### config.mk
export PLATFORM = sky130hd
export DESIGN_NAME = paralelo_serial_param_flat
export DESIGN_NICKNAME = d
export VERILOG_FILES = /design/src/rtl/paralelo_serial_param_if.sv /design/src/rtl/paralelo_serial_param.sv /design/src/flat_wrapper.sv
export SDC_FILE = /design/constraint.sdc
export NUM_CORES = 1
export LEC_CHECK = 0
export CAP_MARGIN = 20
export CORE_MARGIN = 5
export CORE_UTILIZATION = 45
export DETAILED_ROUTE_END_ITERATION = 7
export GPL_TIMING_DRIVEN = 0
export PLACE_DENSITY = 0.68
export SYNTH_ARGS = -nofsm -noshare
export SYNTH_HDL_FRONTEND = slang
export SYNTH_SLANG_ARGS = --single-unit
### constraint.sdc
create_clock -name clk_32f -period 1.8 [get_ports clk_32f]
set_clock_uncertainty 0.15 [all_clocks]
set_input_delay 0.36 -clock clk_32f [delete_from_list [all_inputs] [get_ports clk_32f]]
set_output_delay 0.36 -clock clk_32f [all_outputs]
set_load 0.03 [all_outputs]
### src/rtl/paralelo_serial_param_if.sv
// Bus bundle for paralelo_serial_param: parallel word input handshake plus
// serial output, current-frame word and frame status.
interface paralelo_serial_param_if #(
    parameter int WIDTH = 8
);
    logic [WIDTH-1:0] data_in;
    logic             valid_in;
    logic             ready_out;
    logic             data_out;
    logic [WIDTH-1:0] data2send;
    logic             active_out;
    logic             frame_start;

    modport master (
        output data_in,
        output valid_in,
        input  ready_out,
        input  data_out,
        input  data2send,
        input  active_out,
        input  frame_start
    );

    modport slave (
        input  data_in,
        input  valid_in,
        output ready_out,
        output data_out,
        output data2send,
        output active_out,
        output frame_start
    );
endinterface

### src/rtl/paralelo_serial_param.sv
// Parametrised parallel-to-serial serialiser for the PCIe PHY transmit path.
// Words are queued in a DEPTH-entry FIFO and shifted out one bit per clock;
// IDLE_WORD frames fill the line when nothing is queued and during the
// start-up synchronisation phase.
// Optional feature macro: PARALELO_SERIAL_PARITY_EN appends an even-parity
// bit to every frame (data and idle).
module paralelo_serial_param #(
    parameter int               WIDTH       = 8,
    parameter int               DEPTH       = 4,
    parameter logic [WIDTH-1:0] IDLE_WORD   = WIDTH'(8'hBC),
    parameter int               SYNC_FRAMES = 4,
    parameter bit               MSB_FIRST   = 1'b1
) (
    input  logic                   clk_32f,
    input  logic                   reset,
    paralelo_serial_param_if.slave bus
);

`ifdef PARALELO_SERIAL_PARITY_EN
    localparam int FRAME = WIDTH + 1;
`else
    localparam int FRAME = WIDTH;
`endif
    localparam int AW = $clog2(DEPTH);
    localparam int PW = AW + 1;
    localparam int CW = $clog2(FRAME);
    localparam int IW = $clog2(WIDTH);
    localparam int SW = $clog2(SYNC_FRAMES + 1);

    typedef enum logic [0:0] {
        ST_SYNC = 1'b0,
        ST_RUN  = 1'b1
    } state_t;

    state_t           state_q, state_d;
    logic [SW-1:0]    sync_cnt_q, sync_cnt_d;
    // Index of the next bit to drive; wraps to 0 once the last bit of the
    // frame is on data_out, which marks the next edge as a load edge.
    logic [CW-1:0]    bit_cnt_q, bit_cnt_d;
    logic [PW-1:0]    wr_q, wr_d;
    logic [PW-1:0]    rd_q, rd_d;
    logic [WIDTH-1:0] mem_q [DEPTH];
    logic             ready_q, ready_d;
    logic             dout_q, dout_d;
    logic [WIDTH-1:0] word_q, word_d;
    logic             active_q, active_d;
    logic             fs_q, fs_d;
    logic             full_d;
    logic             load_s;
    logic             push_s;
    logic             pop_s;
    logic             empty_s;

    function automatic logic [WIDTH-1:0] reverse_word(input logic [WIDTH-1:0] w);
        logic [WIDTH-1:0] r;
        r = '0;
        for (int i = 0; i < WIDTH; i++) begin
            r[i] = w[WIDTH-1-i];
        end
        return r;
    endfunction

`ifdef PARALELO_SERIAL_PARITY_EN
    function automatic logic even_parity(input logic [WIDTH-1:0] w);
        return ^w;
    endfunction
`endif

    // Bit idx of the frame for word w, honouring bit order and parity slot.
    function automatic logic pick_bit(input logic [WIDTH-1:0] w, input logic [CW-1:0] idx);
        logic [WIDTH-1:0] ordered;
        logic             b;
        ordered = MSB_FIRST ? reverse_word(w) : w;
`ifdef PARALELO_SERIAL_PARITY_EN
        if (idx == CW'(WIDTH)) begin
            b = even_parity(w);
        end else begin
            b = ordered[idx[IW-1:0]];
        end
`else
        b = ordered[idx[IW-1:0]];
`endif
        return b;
    endfunction

    assign load_s  = (bit_cnt_q == CW'(0));
    assign push_s  = bus.valid_in & ready_q;
    assign empty_s = (wr_q == rd_q);

    // Next-state: FSM, frame sequencing, word selection and FIFO occupancy.
    always_comb begin
        state_d    = state_q;
        sync_cnt_d = sync_cnt_q;
        bit_cnt_d  = bit_cnt_q;
        word_d     = word_q;
        active_d   = active_q;
        dout_d     = dout_q;
        fs_d       = 1'b0;
        pop_s      = 1'b0;
        if (load_s) begin
            fs_d      = 1'b1;
            bit_cnt_d = CW'(1);
            case (state_q)
                ST_SYNC: begin
                    word_d   = IDLE_WORD;
                    active_d = 1'b0;
                    if (sync_cnt_q == SW'(SYNC_FRAMES)) begin
                        state_d = ST_RUN;
                    end else begin
                        sync_cnt_d = sync_cnt_q + SW'(1);
                    end
                end
                ST_RUN: begin
                    if (!empty_s) begin
                        pop_s    = 1'b1;
                        word_d   = mem_q[rd_q[AW-1:0]];
                        active_d = 1'b1;
                    end else begin
                        word_d   = IDLE_WORD;
                        active_d = 1'b0;
                    end
                end
                default: begin
                    state_d  = ST_SYNC;
                    word_d   = IDLE_WORD;
                    active_d = 1'b0;
                end
            endcase
            dout_d = pick_bit(word_d, CW'(0));
        end else begin
            dout_d = pick_bit(word_q, bit_cnt_q);
            if (bit_cnt_q == CW'(FRAME - 1)) begin
                bit_cnt_d = CW'(0);
            end else begin
                bit_cnt_d = bit_cnt_q + CW'(1);
            end
        end
        if (push_s) begin
            wr_d = wr_q + PW'(1);
        end else begin
            wr_d = wr_q;
        end
        if (pop_s) begin
            rd_d = rd_q + PW'(1);
        end else begin
            rd_d = rd_q;
        end
        full_d  = ((wr_d ^ rd_d) == {1'b1, {AW{1'b0}}});
        ready_d = (state_d == ST_RUN) && !full_d;
    end

    // State, counters, FIFO pointers and registered outputs.
    always_ff @(posedge clk_32f) begin
        if (reset) begin
            state_q    <= ST_SYNC;
            sync_cnt_q <= '0;
            bit_cnt_q  <= '0;
            wr_q       <= '0;
            rd_q       <= '0;
            ready_q    <= 1'b0;
            dout_q     <= 1'b0;
            word_q     <= '0;
            active_q   <= 1'b0;
            fs_q       <= 1'b0;
        end else begin
            state_q    <= state_d;
            sync_cnt_q <= sync_cnt_d;
            bit_cnt_q  <= bit_cnt_d;
            wr_q       <= wr_d;
            rd_q       <= rd_d;
            ready_q    <= ready_d;
            dout_q     <= dout_d;
            word_q     <= word_d;
            active_q   <= active_d;
            fs_q       <= fs_d;
        end
    end

    // FIFO storage; contents are don't-care while the pointers are reset.
    always_ff @(posedge clk_32f) begin
        if (push_s) begin
            mem_q[wr_q[AW-1:0]] <= bus.data_in;
        end
    end

    assign bus.ready_out   = ready_q;
    assign bus.data_out    = dout_q;
    assign bus.data2send   = word_q;
    assign bus.active_out  = active_q;
    assign bus.frame_start = fs_q;

endmodule

### src/flat_wrapper.sv
// flat-port wrapper written by rule: the top's interface ports become plain ports
module paralelo_serial_param_flat 
#(
    parameter int               WIDTH       = 8,
    parameter int               DEPTH       = 4,
    parameter logic [WIDTH-1:0] IDLE_WORD   = WIDTH'(8'hBC),
    parameter int               SYNC_FRAMES = 4,
    parameter bit               MSB_FIRST   = 1'b1
)
  (clk_32f, reset, bus_data_in, bus_valid_in, bus_ready_out, bus_data_out, bus_data2send, bus_active_out, bus_frame_start);
  paralelo_serial_param_if #(.WIDTH(WIDTH)) bus_i ();
  input  logic clk_32f;
  input  logic reset;
  input wire logic [$bits(bus_i.data_in)-1:0] bus_data_in;
  input wire logic [$bits(bus_i.valid_in)-1:0] bus_valid_in;
  output wire logic [$bits(bus_i.ready_out)-1:0] bus_ready_out;
  output wire logic [$bits(bus_i.data_out)-1:0] bus_data_out;
  output wire logic [$bits(bus_i.data2send)-1:0] bus_data2send;
  output wire logic [$bits(bus_i.active_out)-1:0] bus_active_out;
  output wire logic [$bits(bus_i.frame_start)-1:0] bus_frame_start;
  assign bus_i.data_in = bus_data_in;
  assign bus_i.valid_in = bus_valid_in;
  assign bus_ready_out = bus_i.ready_out;
  assign bus_data_out = bus_i.data_out;
  assign bus_data2send = bus_i.data2send;
  assign bus_active_out = bus_i.active_out;
  assign bus_frame_start = bus_i.frame_start;
  paralelo_serial_param #(.WIDTH(WIDTH), .DEPTH(DEPTH), .IDLE_WORD(IDLE_WORD), .SYNC_FRAMES(SYNC_FRAMES), .MSB_FIRST(MSB_FIRST)) u_core (.clk_32f(clk_32f), .reset(reset), .bus(bus_i));
endmodule
Word-level counts from Yosys, hierarchy flattened

Memories as Yosys holds them, arrays and structs flattened. A register that Yosys moved wholly into a read port is not among the register bits.
Cells that the tools add are included.

Bitwise operators: 4
Eq/ne operators: 4
$lt $le $gt $ge: 1
Reductions and logical operators: 5
Muxes and demuxes: 20
Add/subtract/negate cells: 4

Operators with widths:

| kind                                                                 | count |
|---|---|
| 8-bit case mux with 2 select lines                                   | 1 |
| 1-bit 2-to-1 mux                                                     | 13 |
| 3-bit by 1-bit adder with 3-bit output, second input constant        | 4 |
| 3-bit equality test, second input constant                           | 3 |
| 8-bit 2-to-1 mux                                                     | 1 |
| 3-bit 2-to-1 mux                                                     | 2 |
| 3-bit by 4-bit < comparator with 1-bit output, second input constant | 1 |
| 1-bit binary-select mux with 3-bit select                            | 1 |
| 3-bit equality test                                                  | 1 |
| 3-bit logical NOT                                                    | 1 |
| 3-bit AND reduction                                                  | 1 |
| 3-bit OR reduction                                                   | 1 |
| 3-bit XOR                                                            | 1 |
| 2-bit 2-to-1 mux                                                     | 1 |
| 1-bit NOT                                                            | 2 |
| 1-bit case mux with 2 select lines                                   | 1 |
| 1-bit bitwise AND                                                    | 1 |
| 1-bit logical AND                                                    | 1 |
| 1-bit logical NOT                                                    | 1 |

Input bits: 11
Logic and storage cells: 50
Flip-flop bits (word level): 25
Memories: 1
Memory bits (writable): 32
Output and inout bits: 12

Memory list:

| name         | words | width | rd ports | clocked after memory_dff | wr ports | line                        | text |
|---|---|---|---|---|---|---|---|
| u_core.mem_q | 4     | 8     | 1        | 1                        | 1        | paralelo_serial_param.sv:42 | `logic [WIDTH-1:0] mem_q [DEPTH];` |

Depth between registers and ports, before layout

Depth after elaboration: 9
Mapped depth: 8

Least setup slack after synthesis

No wires, ideal clock.

Path kind: register to register
Start: reg u_core.bit_cnt_q[0]
End: reg u_core.ready_q (netlist: u_core.bus.ready_out)
Slack: -0.153 ns
Clock period less this slack: 1.953 ns
Library setup time: 0.091 ns
Buffers on the path: 1
Cell stages (with the launch flop): 9
Arrival: 1.712 ns
Data required time: 1.559 ns
Cells stage by stage: dfxtp_1 > inv_1 > ha_1 > nor2b_1 > clkbuf_1 > o311ai_4 > mux2i_1 > xnor2_1 > a311oi_1

Cells in the longest elaborated chain, start to end: 7
Elaborated cells between the ends (all ways): 8

Ends and longest elaborated chain:

| item                   | line                         | text |
|---|---|---|
| from (decl)            | paralelo_serial_param.sv:39  | `logic [CW-1:0] bit_cnt_q, bit_cnt_d;` |
| from (signal assigned) | paralelo_serial_param.sv:168 | `bit_cnt_q <= bit_cnt_d;` |
| 3-bit logical NOT *    | paralelo_serial_param.sv:86  | `assign load_s = (bit_cnt_q == CW'(0));` |
| 1-bit 2-to-1 mux       | paralelo_serial_param.sv:100 | `if (load_s) begin` |
| 3-bit 2-to-1 mux       | paralelo_serial_param.sv:143 | `if (pop_s) begin` |
| 3-bit XOR              | paralelo_serial_param.sv:148 | `full_d = ((wr_d ^ rd_d) == {1'b1, {AW{1'b0}}});` |
| 3-bit equality test    | paralelo_serial_param.sv:148 |  |
| 1-bit logical NOT      | paralelo_serial_param.sv:149 | `ready_d = (state_d == ST_RUN) && !full_d;` |
| 1-bit logical AND *    | paralelo_serial_param.sv:149 |  |
| to (signal assigned)   | paralelo_serial_param.sv:171 | `ready_q <= ready_d;` |
| to (decl)              | paralelo_serial_param.sv:43  | `logic ready_q, ready_d;` |

Every way passes the cells marked *; elsewhere a longest branch is shown, timed or not.
A chain may end at the register's enable or synchronous reset.

Final worst setup path

Start: reg u_core.rd_q[0]
End: reg u_core.ready_q (netlist: u_core.bus.ready_out)

Cells in the longest elaborated chain, start to end: 9
Elaborated cells between the ends (all ways): 10

Ends and longest elaborated chain:

| item                   | line                         | text |
|---|---|---|
| from (decl)            | paralelo_serial_param.sv:41  | `logic [PW-1:0] rd_q, rd_d;` |
| from (signal assigned) | paralelo_serial_param.sv:170 | `rd_q <= rd_d;` |
| 3-bit equality test    | paralelo_serial_param.sv:88  | `assign empty_s = (wr_q == rd_q);` |
| 1-bit 2-to-1 mux       | paralelo_serial_param.sv:114 | `if (!empty_s) begin` |
| 1-bit 2-to-1 mux       | paralelo_serial_param.sv:103 | `case (state_q)` |
| 1-bit 2-to-1 mux       | paralelo_serial_param.sv:100 |  |
| 3-bit 2-to-1 mux *     | paralelo_serial_param.sv:143 |  |
| 3-bit XOR *            | paralelo_serial_param.sv:148 |  |
| 3-bit equality test *  | paralelo_serial_param.sv:148 |  |
| 1-bit logical NOT *    | paralelo_serial_param.sv:149 |  |
| 1-bit logical AND *    | paralelo_serial_param.sv:149 |  |

Marks and branches as above.

==> results.sh <==
export IMPL_synthAdderAreaFrac=0.0515
export IMPL_crit_cells=6
export IMPL_violations="negative setup slack"
export IMPL_grt_antenna_before_repair=0
export IMPL_hpwl_mm=3.04
export IMPL_worstMarginPinSlew_ns=0.571
export IMPL_cts_tree="done"
export IMPL_overflow=0
export IMPL_drcViolationCount=0
export IMPL_r2r_cells=6
export IMPL_syn_nets=193
export IMPL_first_pass_iters=4
export IMPL_antenna_diode_count=0
export IMPL_required_ns=1.88
export IMPL_p_leak_uw=0.00120
export IMPL_fp_dieH_microns=83.5
export IMPL_peakVddDrop_mv=0.726
export IMPL_die_w_microns=83.5
export IMPL_dieArea_sq_mm=0.00697
export IMPL_hold_depth=2
export IMPL_cp_slowest_stage_delay_ns=0.40
export IMPL_cts_path_max_buffers=2
export IMPL_core_sq_mm=0.00517
export IMPL_p_total_uw=2950
export IMPL_hold_viol=0
export IMPL_rsz0062_at_grt="true"
export IMPL_initial_utilization=0.470
export IMPL_rows=26
export IMPL_nets=241
export IMPL_gp_congestion=0.780
export IMPL_num_vias=1505
export IMPL_clk_pin_slew_worst_paths_ns=0.07
export IMPL_drive_gt1_frac=0.293
export IMPL_path_delay_family="compound AO/OA/AOI/OAI gates"
export IMPL_grt_max_degree=12
export IMPL_netlist_instances=172
export IMPL_synth_mux_area_frac=0.117
export IMPL_wl_per_cell_microns=16.3
export IMPL_maxCapViolations=0
export IMPL_drt_total_wl_mm=4.80
export IMPL_yosysSeqAreaShare=0.602
export IMPL_pin_count=23
export IMPL_clkLatencyLatePin_ns=0.33
export IMPL_fin_crit_ns=1.91
export IMPL_multi_input_area_sq_um=951
export IMPL_netlist_area_sq_mm=0.00243
export IMPL_num_fill_cells=404
export IMPL_synth_simple_area_share=0.0958
export IMPL_yosys_warnings=0
export IMPL_synth_avg_cell_area_sq_um=14.1
export IMPL_cpMaxStageDelayCell="o311ai_4"
export IMPL_synth_seq_cells=57
export IMPL_synth_top_family_by_area="multiplexers"
export IMPL_first_iter_violations=82
export IMPL_grt_pass1_vias=1530
export IMPL_ys_types=31
export IMPL_cts_inserted_buffers=9
export IMPL_slew_headroom=0.619
export IMPL_seq_area_sq_mm=0.00148
export IMPL_arrival_ns=1.99
export IMPL_crit_fanout=3
export IMPL_outcome="finished with violations"
export IMPL_setup_violations=3
export IMPL_grt_use_total=0.139
export IMPL_timing_critical_path_from_type="flop"
export IMPL_synth_compound_area_frac=0.0469
export IMPL_clock_root_buffer="clkbuf_8"
export IMPL_area_growth_pct=29.3
export IMPL_hold_path_class="input port to flop"
export IMPL_path_cells="buf_6, xor2_4, o311ai_4, mux2i_2, xnor2_1, a311oi_1"
export IMPL_cp_buffers_inverters=1
export IMPL_ant_nets=0
export IMPL_cts_sinks=57
export IMPL_synthXorXnorAreaFrac=0.0572
export IMPL_place_port_buffers=21
export IMPL_via_per_inst=5.10
export IMPL_cp_end_kind="flop"
export IMPL_final_core_util=0.607
export IMPL_worstSetupPathType="flop to flop"
export IMPL_cts_htree_levels=3
export IMPL_slew_viol_final=0
export IMPL_grt_pass1_wl_mm=7.42
export IMPL_setup_ws_ns=-0.110
export IMPL_p_per_area_mw_per_mm2=940
export IMPL_fmax_mhz=523
export IMPL_min_period_over_period=1.06
[final timing paths]
| path | startpoint | end | slack [ns] |
|---|---|---|---|
| min | reset | u_core.bit_cnt_q[2] | 0.31 |
| max reg2reg | u_core.rd_q[0] | u_core.bus.ready_out | -0.11 |
| min reg2reg | u_core.bus.active_out | u_core.bus.active_out | 0.31 |
| max | u_core.rd_q[0] | u_core.bus.ready_out | -0.11 |
[state kept, by name, indices dropped and copies added (netlist names)]
register                count
u_core.bus.ready_out        1
u_core.wr_q                 3
u_core.mem_q               32
u_core.bus.data_out         1
u_core.bit_cnt_q            3
u_core.bus.data2send        8
u_core.sync_cnt_q           3
u_core.bus.frame_start      1
u_core.rd_q                 3
u_core.bus.active_out       1
u_core.state_q              1
[stage by stage]
step / hold WS (ns) / std cells / cell area (sq um) / setup slack, ns / setup TNS [ns]
finish: 0.308 / 295 / 3140 / -0.110 / -0.157
global route: 0.318 / 295 / 3140 / -0.223 / -0.803
CTS: 0.288 / 286 / 3020 / -0.118 / -0.171
detailed placement: 0.310 / 263 / 2730 / -0.517 / -5.90
global placement: 0.301 / 263 / 2730 / -0.503 / -5.06
floorplan: 0.303 / 172 / 2430 / -0.0177 / -0.0177
[final cells by class]
| cell class | count | share of cell area |
|---|---|---|
| Timing Repair Buffer | 40 | 0.114 |
| Multi-Input combinational cell | 100 | 0.303 |
| Clock buffer | 9 | 0.0394 |
| Sequential cell | 57 | 0.471 |
| Tap cell | 70 | 0.0279 |
| Clock inverter | 7 | 0.0271 |
| Inverter | 7 | 0.00837 |
| Buffer | 5 | 0.00956 |
[Yosys cell counts]
| cell | instances | area share |
|---|---|---|
| mux2i_1 | 3 | 0.012 |
| edfxtp_1 | 32 | 0.40 |
| a311oi_1 | 1 | 0.0036 |
| mux4_2 | 2 | 0.019 |
| dfxtp_1 | 25 | 0.21 |
| a31oi_1 | 1 | 0.0026 |
| nor3b_1 | 1 | 0.0031 |
| o21ai_0 | 2 | 0.0041 |
| a22oi_1 | 3 | 0.0093 |
| and3_1 | 4 | 0.010 |
| nand2b_1 | 1 | 0.0026 |
| clkbuf_1 | 6 | 0.0093 |
| xnor2_1 | 6 | 0.022 |
| mux4_1 | 8 | 0.087 |
| xor2_4 | 1 | 0.011 |
| or3_1 | 1 | 0.0026 |
| nor4b_1 | 2 | 0.0072 |
| nand3_1 | 3 | 0.0062 |
| nand2_1 | 5 | 0.0077 |
| a21oi_1 | 5 | 0.010 |
| a211oi_1 | 1 | 0.0031 |
| o21a_1 | 1 | 0.0031 |
| buf_6 | 2 | 0.0093 |
| nor3_1 | 6 | 0.012 |
| ha_1 | 10 | 0.052 |
| xor2_1 | 3 | 0.011 |
| xor2_2 | 2 | 0.013 |
| inv_1 | 7 | 0.011 |
| o311ai_4 | 1 | 0.011 |
| nor2b_1 | 2 | 0.0052 |
| nor2_1 | 25 | 0.039 |
[routing by layer]
layer  part of all wire  track usage  wire, microns  vias to the layer above
met5                  0            0              0                        -
met4              0.014       0.0439             65                        0
met3              0.047       0.0503            224                        7
met2               0.49        0.230           2370                       30
met1               0.44        0.169           2130                      746
li1                   -            -              -                      722
[worst register-to-register path: cells and delay by family, from the launching register on]
family | cells | cell delay [ns]
buf+inv | 1 | 0.12
flops | 1 | 0.32
mux | 1 | 0.31
compound gates | 2 | 0.66
xor+xnor | 2 | 0.24
[cell families (layout without fill, tap and decap cells)]
family	count (synthesis)	after routing
compound gates	15	15
xor+xnor	12	12
mux	13	13
fa+ha+maj	10	10
buf+inv	15	68
simple gates	50	50
flops	57	57
[layout by cell type, fill, tap and decap left out, drive strengths merged]
cell           Yosys  layout
nand2b             1       1
clkinv             0       4
dlygate4sd2        0      12
clkinvlp           0       1
a31oi              1       1
o21a               1       1
o21ai              2       2
nor2              25      25
mux4              10      10
nand3              3       3
clkdlybuf4s50      0       9
nor3b              1       1
dfxtp             25      25
xor2               6       6
a22oi              3       3
mux2i              3       3
nor4b              2       2
nor3               6       6
a211oi             1       1
and3               4       4
inv                7       7
o311ai             1       1
a21oi              5       5
edfxtp            32      32
clkbuf             6      13
xnor2              6       6
nor2b              2       2
nand2              5       5
bufinv             0       2
ha                10      10
a311oi             1       1
or3                1       1
buf                2      20
[report_power, final]
group | internal (uW) | total (uW) | switching (uW)
sequential | 1400 | 1430 | 23.4
combinational | 115 | 257 | 141
clock | 764 | 1270 | 506
[timing repair]
action	4_1_cts	5_1_grt
hold buffers	0	0
setup endpoints to repair	26	13
setup buffers	11	11
pin swaps	2	9
resized for setup	25	26
cloned	0	0
No activity file was read; power rests on OpenSTA's default activity.
